<file path="src/rtl/fft_mdc_pkg.sv">
// Shared types, constants and helpers for the radix-4 MDC FFT pipeline.
package fft_mdc_pkg;

    localparam int SFP_WIDTH = 16;
    localparam int LANES     = 4;

    typedef logic [SFP_WIDTH-1:0] sfp_t;

    // Frame mode latched on a sync beat.
    typedef enum logic {
        MODE_COMMUTATE = 1'b0,
        MODE_BYPASS    = 1'b1
    } mode_e;

    // Switch select is the group index of the current phase, i.e. phase / depth.
    function automatic logic [1:0] phaseToSel(input int unsigned phase, input int unsigned depth);
        int unsigned grp;
        grp = phase / depth;
        return grp[1:0];
    endfunction

    // Input lane feeding output lane 'lane' when the switch select is 'sel'.
    function automatic logic [1:0] laneSrc(input logic [1:0] sel, input logic [1:0] lane);
        return sel - lane;
    endfunction

endpackage

</file>
<file path="src/rtl/mdc_delay_line.sv">
// Enable-gated shift register delaying a word by LEN accepted beats; LEN=0 is a plain wire.
module mdc_delay_line #(
    parameter int WIDTH = 16,
    parameter int LEN   = 0
) (
    input  logic             clk_i,
    input  logic             rst_ni,
    input  logic             en_i,
    input  logic [WIDTH-1:0] d_i,
    output logic [WIDTH-1:0] q_o
);

    if (LEN == 0) begin : gWire
        logic unusedInputs;
        assign unusedInputs = &{1'b0, clk_i, rst_ni, en_i};
        assign q_o = d_i;
    end else begin : gShift
        logic [WIDTH-1:0] stage_q [LEN];

        // Shift one position per accepted beat; hold everything during a stall.
        always_ff @(posedge clk_i or negedge rst_ni) begin
            if (!rst_ni) begin
                for (int s = 0; s < LEN; s++) stage_q[s] <= '0;
            end else if (en_i) begin
                stage_q[0] <= d_i;
                for (int s = 1; s < LEN; s++) stage_q[s] <= stage_q[s-1];
            end
        end

        assign q_o = stage_q[LEN-1];
    end

endmodule

</file>
<file path="src/rtl/r4_mdc_commutator.sv">
// Radix-4 MDC commutator: 4x4 transpose of DEPTH-beat groups across four lanes,
// with valid-qualified stalling, frame sync, fill tracking, SOF marker and bypass.
module r4_mdc_commutator #(
    parameter int WIDTH = 16,
    parameter int DEPTH = 2,
    parameter int LANES = 4
) (
    input  logic                   clk_i,
    input  logic                   rst_ni,
    input  logic                   in_valid_i,
    input  logic                   sync_i,
    input  logic                   bypass_i,
    input  logic [LANES*WIDTH-1:0] data_i,
    output logic                   out_valid_o,
    output logic                   out_sof_o,
    output logic [LANES*WIDTH-1:0] data_o
);

    import fft_mdc_pkg::*;

    if (LANES != fft_mdc_pkg::LANES) begin : gLanesCheck
        $error("r4_mdc_commutator supports exactly 4 lanes");
    end
    if (DEPTH < 1 || DEPTH > 64 || (DEPTH & (DEPTH - 1)) != 0) begin : gDepthCheck
        $error("r4_mdc_commutator DEPTH must be a power of two in 1..64");
    end

    localparam int FRAME = 4 * DEPTH;
    localparam int PW    = $clog2(FRAME);
    localparam logic [PW-1:0] LAST_PHASE = PW'(FRAME - 1);
    localparam logic [PW-1:0] FILL_MAX   = PW'(3 * DEPTH);
    localparam logic [PW-1:0] SOF_PHASE  = PW'(3 * DEPTH);

    logic [PW-1:0] phase_q, phase_d;
    logic [PW-1:0] fill_q, fill_d;
    mode_e         mode_q, mode_d;
    logic          outValid_q, outValid_d;
    logic          outSof_q, outSof_d;
    logic [LANES*WIDTH-1:0] outData_q, outData_d;

    logic          syncBeat;
    logic [PW-1:0] phaseCur;
    logic [PW-1:0] fillCur;
    mode_e         modeCur;
    logic [1:0]    sel;

    logic [WIDTH:0]   inDly  [LANES];
    logic [WIDTH-1:0] swOut  [LANES];
    logic [WIDTH-1:0] outDly [LANES];

    // A sync beat restarts the frame at phase 0, empties the fill count and takes a new mode.
    assign syncBeat = in_valid_i & sync_i;
    assign phaseCur = syncBeat ? '0 : phase_q;
    assign fillCur  = syncBeat ? '0 : fill_q;
    assign modeCur  = syncBeat ? mode_e'(bypass_i) : mode_q;

    // Each input lane k is delayed k*DEPTH beats; the mode bit travels with the data so
    // every lane leaves the switch using the mode of the frame it belongs to.
    for (genvar k = 0; k < LANES; k++) begin : gInDly
        mdc_delay_line #(
            .WIDTH (WIDTH + 1),
            .LEN   (k * DEPTH)
        ) uInDly (
            .clk_i  (clk_i),
            .rst_ni (rst_ni),
            .en_i   (in_valid_i),
            .d_i    ({modeCur == MODE_BYPASS, data_i[k*WIDTH +: WIDTH]}),
            .q_o    (inDly[k])
        );
    end

    // Rotating switch: output lane k takes input lane (sel - k) mod 4, or lane k itself in bypass.
    always_comb begin
        sel = phaseToSel(32'(phaseCur), DEPTH);
        for (int k = 0; k < LANES; k++) begin
            swOut[k] = inDly[k][WIDTH] ? inDly[k][WIDTH-1:0]
                                       : inDly[laneSrc(sel, 2'(k))][WIDTH-1:0];
        end
    end

    // Each output lane k is delayed (3-k)*DEPTH beats so every path totals 3*DEPTH.
    for (genvar k = 0; k < LANES; k++) begin : gOutDly
        mdc_delay_line #(
            .WIDTH (WIDTH),
            .LEN   ((3 - k) * DEPTH)
        ) uOutDly (
            .clk_i  (clk_i),
            .rst_ni (rst_ni),
            .en_i   (in_valid_i),
            .d_i    (swOut[k]),
            .q_o    (outDly[k])
        );
    end

    // Next-state for counters, mode latch and output register; nothing moves without a valid beat.
    always_comb begin
        phase_d    = phase_q;
        fill_d     = fill_q;
        mode_d     = mode_q;
        outValid_d = 1'b0;
        outSof_d   = 1'b0;
        outData_d  = outData_q;
        if (in_valid_i) begin
            phase_d    = (phaseCur == LAST_PHASE) ? '0 : phaseCur + PW'(1);
            fill_d     = (fillCur == FILL_MAX) ? fillCur : fillCur + PW'(1);
            mode_d     = modeCur;
            outValid_d = (fillCur == FILL_MAX);
            outSof_d   = (fillCur == FILL_MAX) && (phaseCur == SOF_PHASE);
            for (int k = 0; k < LANES; k++) outData_d[k*WIDTH +: WIDTH] = outDly[k];
        end
    end

    // State and output registers.
    always_ff @(posedge clk_i or negedge rst_ni) begin
        if (!rst_ni) begin
            phase_q    <= '0;
            fill_q     <= '0;
            mode_q     <= MODE_COMMUTATE;
            outValid_q <= 1'b0;
            outSof_q   <= 1'b0;
            outData_q  <= '0;
        end else begin
            phase_q    <= phase_d;
            fill_q     <= fill_d;
            mode_q     <= mode_d;
            outValid_q <= outValid_d;
            outSof_q   <= outSof_d;
            outData_q  <= outData_d;
        end
    end

    assign out_valid_o = outValid_q;
    assign out_sof_o   = outSof_q;
    assign data_o      = outData_q;

endmodule

</file>
<file path="config.mk">
export PLATFORM = sky130hd
export DESIGN_NAME = r4_mdc_commutator
export DESIGN_NICKNAME = d
export VERILOG_FILES = /design/src/rtl/fft_mdc_pkg.sv /design/src/rtl/mdc_delay_line.sv /design/src/rtl/r4_mdc_commutator.sv
export SDC_FILE = /design/constraint.sdc
export NUM_CORES = 1
export LEC_CHECK = 0
export ABC_AREA = 1
export CORE_AREA = 3 3 194 196
export CTS_CLUSTER_SIZE = 10
export DETAILED_ROUTE_END_ITERATION = 16
export DIE_AREA = 0 0 197 199
export DONT_BUFFER_PORTS = 1
export PLACE_DENSITY_LB_ADDON = 0.05
export SYNTH_ARGS = -nofsm -noshare
export SYNTH_HDL_FRONTEND = slang
export SYNTH_HIERARCHICAL = 1
export SYNTH_SLANG_ARGS = --single-unit
</file>
<file path="constraint.sdc">
create_clock -name clk_i -period 2.47 [get_ports clk_i]
set_clock_uncertainty 0.2 [all_clocks]
set_input_delay 0.494 -clock clk_i [delete_from_list [all_inputs] [get_ports clk_i]]
set_output_delay 0.494 -clock clk_i [all_outputs]
set_load 0.005 [all_outputs]
</file>
# After elaboration in Yosys (flattened, before gate mapping)
# Cells that the tools add are included.
dict set report totals {
  inputBits 69
  wordCells 71
  reg_bits 469
  output_inout_bits 66
}
dict set report op_classes {
  bitwise_logic 5
  muxes 23
  n_lt_le_gt_ge 4
  n_addsub 5
  n_reduce_logical 1
  eq_ne 3
}
# operator count
set ops {}
lappend ops {{$mux W16} 12}
lappend ops {{$bmux W17 S2} 4}
lappend ops {{$ge A3 B3 Y1 const B} 4}
lappend ops {{$mux W3} 4}
lappend ops {{$not A2 Y3} 4}
lappend ops {{$eq A3 B3 Y1 const B} 3}
lappend ops {{$add A3 B1 Y3 const B} 2}
lappend ops {{$sub A2 B2 Y2 const B} 2}
lappend ops {{$mux W1} 3}
lappend ops {{$sub A2 B1 Y2 const B} 1}
lappend ops {{$and A1 B1 Y1} 1}
lappend ops {{$logic_and A1 B1 Y1} 1}

# Depth between registers and ports, before layout
dict set report logic_depth {
  depth_word 8
  mapped_depth 15
  ltp_nobuf 9
}

# Modules after synthesis
# The synthesis kept the hierarchy.
# module n_inst area_per_inst_um2 cells_each seq_area_each_um2
set modules_own_cells {}
lappend modules_own_cells {r4_mdc_commutator 1 5418.9 927 1826.8}
lappend modules_own_cells {{mdc_delay_line at gInDly[3].uInDly} 1 3953.8 448 2552.4}
lappend modules_own_cells {{mdc_delay_line at gOutDly[0].uOutDly} 1 3761.1 422 2402.3}
lappend modules_own_cells {{mdc_delay_line at gInDly[2].uInDly} 1 2700.1 305 1701.6}
lappend modules_own_cells {{mdc_delay_line at gOutDly[1].uOutDly} 1 2566.2 286 1601.5}
lappend modules_own_cells {{mdc_delay_line at gInDly[1].uInDly} 1 1507.7 161 850.8}
lappend modules_own_cells {{mdc_delay_line at gOutDly[2].uOutDly} 1 1415.1 152 800.8}
lappend modules_own_cells {{mdc_delay_line at gInDly[0].uInDly} 1 127.6 17 0.0}
lappend modules_own_cells {{mdc_delay_line at gOutDly[3].uOutDly} 1 120.1 16 0.0}

# Worst setup path before layout
# No wires, ideal clock.
dict set report synth_timing {
  kind {input-to-reg}
  start {input in_valid_i}
  end {register gOutDly[0].uOutDly/gShift.stage_q[86] in the netlist's numbering}
  required_time_ns 2.205
  path_buffers 6
  stages 15
  setup_ns 0.065
  arrival_ns 2.200
  setup_slack_ns 0.005
  cell_sequence {buf_4 nand2_4 buf_4 buf_2 inv_1 nand2_1 nand2_1 buf_4 clkbuf_1 inv_1 clkbuf_1 nand3_1 nand2_1 nand2_1 nand2_1}
}
# element line
set synth_rtl {}
lappend synth_rtl {{from (decl)} r4_mdc_commutator.sv:10} ;# input logic in_valid_i,
lappend synth_rtl {{to (decl)} mdc_delay_line.sv:18} ;# logic [WIDTH-1:0] stage_q [LEN];

==> metrics.yaml <==
path_class: "in2reg"
final.setup.worst_slack_ns: 0.0961
cts_hold_buf: 435
fp.dieW_um: 197
wl_per_cell_um: 16.8
fp-row-count: 70
ir_worst_vdd_mv: 0.610
setup_tns_ns: 0
yosysWarnings: 6
p_comb_share_pct: 23.2
route.met3.wl_um: 3480
cts-root-buf: "clkbuf_16"
synth.ff_latch_count: 469
drt_iter0_drc: 1244
place_congestion: 0.883
switchingPower_uw: 7120
numPortBuffers: 0
seqPwrFrac_pct: 47.2
synth_area_leaders: "dfrtp_1, nand2_1, buf_4, nand3_1, buf_2"
antenna_found_initial: 0
cp.required_ns: 2.80
grt_max_degree: 470
crit_arrival_ns: 2.70
yosysTopAreaCell: "dfrtp_1"
worst_hold_slack_ns: -0.592
postSynthCellCount: 2734
numCtsBuffers: 53
core_um2: 36300
internal_power_uw: 15800
clock_path_buffers: 3
postSynthNetCount: 2807
highest_layer: "met4"
fmax_mhz: 421
ioPinCount: 135
fillers: 2646
nets: 3045
ys.flop_type: "dfrtp_1"
die-area_um2: 39200
status: "finished, violations left"
seqCellArea_um2: 11700
end_kind: "flip-flop"
avgViaCountPerCell: 5.25
slowest_delay_ns: 0.59
avgSynthCellArea_um2: 7.89
tightest_slew_ns: 1.80
synth_area_um2: 21600
cts_tree: "yes"
ys_seq_area_share_pct: 54.4
synth_edf_count: 0
holdCritPathClass: "in2async"
path_clk_slew_ns: 0.05
worstPathCellList: "dlygate4sd3_1, nand2_1, nand2_1, inv_1, buf_12, nand3_1, nand2_1, nand2_1, dlygate4sd3_1, nand2_1"
leakage_uw: 0.0136
dr.pass1.iters: 7
layout-drive-gt1-share_pct: 4.36
cp_max_fo: 10
setup_viol: 0
place_area_um2: 20500
relSlewSlack_pct: -20.0
die_h_um: 199
syn2layout_area_growth_pct: 21.9
yosysTopAreaCellShare_pct: 54.4
wirelength_met1_um: 23900
rsz0062_at_grt: "false"
initial_utilization_pct: 59.5
synth.most_common_cell: "nand2_1"
htree_levels: 2
violations: "negative hold slack, max-slew violations"
grt_pass1_vias: 17910
ant_nets: 0
diodes: 0
switching_share_pct: 31.1
final_area_um2: 26300
cap_violations: 0
grt_overflow: 0
p_clk_share_pct: 29.6
multi_input_area_um2: 7530
final_hold_viol_count: 469
worstSetupStartpointType: "input pin"
cts_num_sinks: 469
postCtsSetupRepairBufs: 0
finalCritPeriodShare_pct: 96.1
r2r_cells: 7
fin_crit_ns: 2.37
gr-usage-all-layers_pct: 30.1
synth_cell_types: 24
grt_pass1_wl_um: 93400
vias: 18117
synthTopCellsByCount: "nand2_1, dfrtp_1, nand3_1, buf_4, inv_1"
pre_cts_slack_ns: 0.286
insertion_delay_ns: 0.59
dpl.hpwl_um: 30400
drc_errors: 0
wirelength_um: 58000
crit_top_cell: "nand2_1"
report.final.slew_viol_count: 139
wl_met2_um: 28700
slowest_stage: "dlygate4sd3_1"
synthArstFlopShare_pct: 100
power_density_nw_per_um2: 871
-- cell usage in the layout, fill, tap and decap left out, types with 4 or more instances in the layout --
cell and n:
nand2_1 1657, dfrtp_1 468, dlygate4sd3_1 434, nand3_1 196, inv_1 77, clkbuf_16 55
nand2_2 33, buf_4 16, buf_12 8, inv_2 6, clkbuf_1 6, ha_1 4
-- cell type report --
type / count / area share [%]
repair buffers: 461 / 17.8
clock buffers: 61 / 5.32
well taps: 468 / 2.23
clock inverters: 3 / 0.0714
flip-flops and latches: 469 / 44.7
multi-input cells: 1901 / 28.6
inverters: 86 / 1.29
-- final timing paths --
| path | startpoint | to | slack [ns] |
|---|---|---|---|
| setup reg to reg | phase_q[1]$_DFFE_PN0P_ | phase_q[2]$_DFFE_PN0P_ | 0.14 |
| setup / recovery | bypass_i | gOutDly[0].uOutDly/gShift.stage_q[94]$_DFFE_PN0P_ | 0.1 |
| hold / removal | rst_ni | data_o[18]$_DFFE_PN0P_ | -0.59 |
| hold reg to reg | gInDly[2].uInDly/gShift.stage_q[50]$_DFFE_PN0P_ | gInDly[2].uInDly/gShift.stage_q[50]$_DFFE_PN0P_ | 0.27 |
| max in group asynchronous | rst_ni | gInDly[3].uInDly/gShift.stage_q[66]$_DFFE_PN0P_ | 1.23 |
| min in group clk_i | sync_i | fill_q[0]$_DFFE_PN0P_ | 0.07 |
-- flip-flops by register name, indices dropped and copies added (netlist names) --
signal / flops
gInDly.uInDly/gShift.stage_q: 153
gOutDly.uOutDly/gShift.stage_q: 144
data_o: 64
gInDly.uInDly/q_o: 51
gOutDly.uOutDly/q_o: 48
fill_q: 3
phase_q: 3
mode_q: 1
out_sof_o: 1
out_valid_o: 1
-- routing by layer --
| metal | track usage [%] | up-vias |
|---|---|---|
| li1 | - | 8643 |
| met1 | 38.5 | 8856 |
| met2 | 51.4 | 499 |
| met3 | 5.76 | 119 |
| met4 | 11.3 | 0 |
| met5 | 0.494 | - |
-- logic make-up after synthesis --
group                      synth area share, %
AOI/OAI and AO/OA                        0.128
xor gates and xnor gates                0.0406
DFF                                       54.4
buffers and inverters                     10.7
adders and majority gates                0.232
and+or+nand+nor                           34.5
-- worst max-delay path: cells and delay by family --
family	cells	cell delay, ns
buf+inv	4	1.67
simple gates	6	0.53
-- through the flow --
step                power (µW)  hold WS (ns)  cells  utilization (%)
floorplan                14400      -0.00159   2734                -
global placement         14800       0.00790   2950             56.5
detailed placement       14900       0.00795   2950             56.5
CTS                      22900        -0.620   3449             72.5
global route             24200        -0.620   3449             72.5
finish                   22900        -0.592   3449             72.5
-- power groups by stage --
stage               Clock, µW  Combinational, µW  Sequential [µW]
floorplan                   0               4150            10300
global placement            0               3970            10800
detailed placement          0               4080            10900
CTS                      6920               5200            10700
global route             7210               6040            11000
finish                   6770               5320            10800
-- what timing repair did --
item,4_1_cts,5_1_grt
hold endpoints to repair,933,469
endpoints found under the setup margin,0,18
resized for setup,0,3
Power figures use the tool's default switching activity.
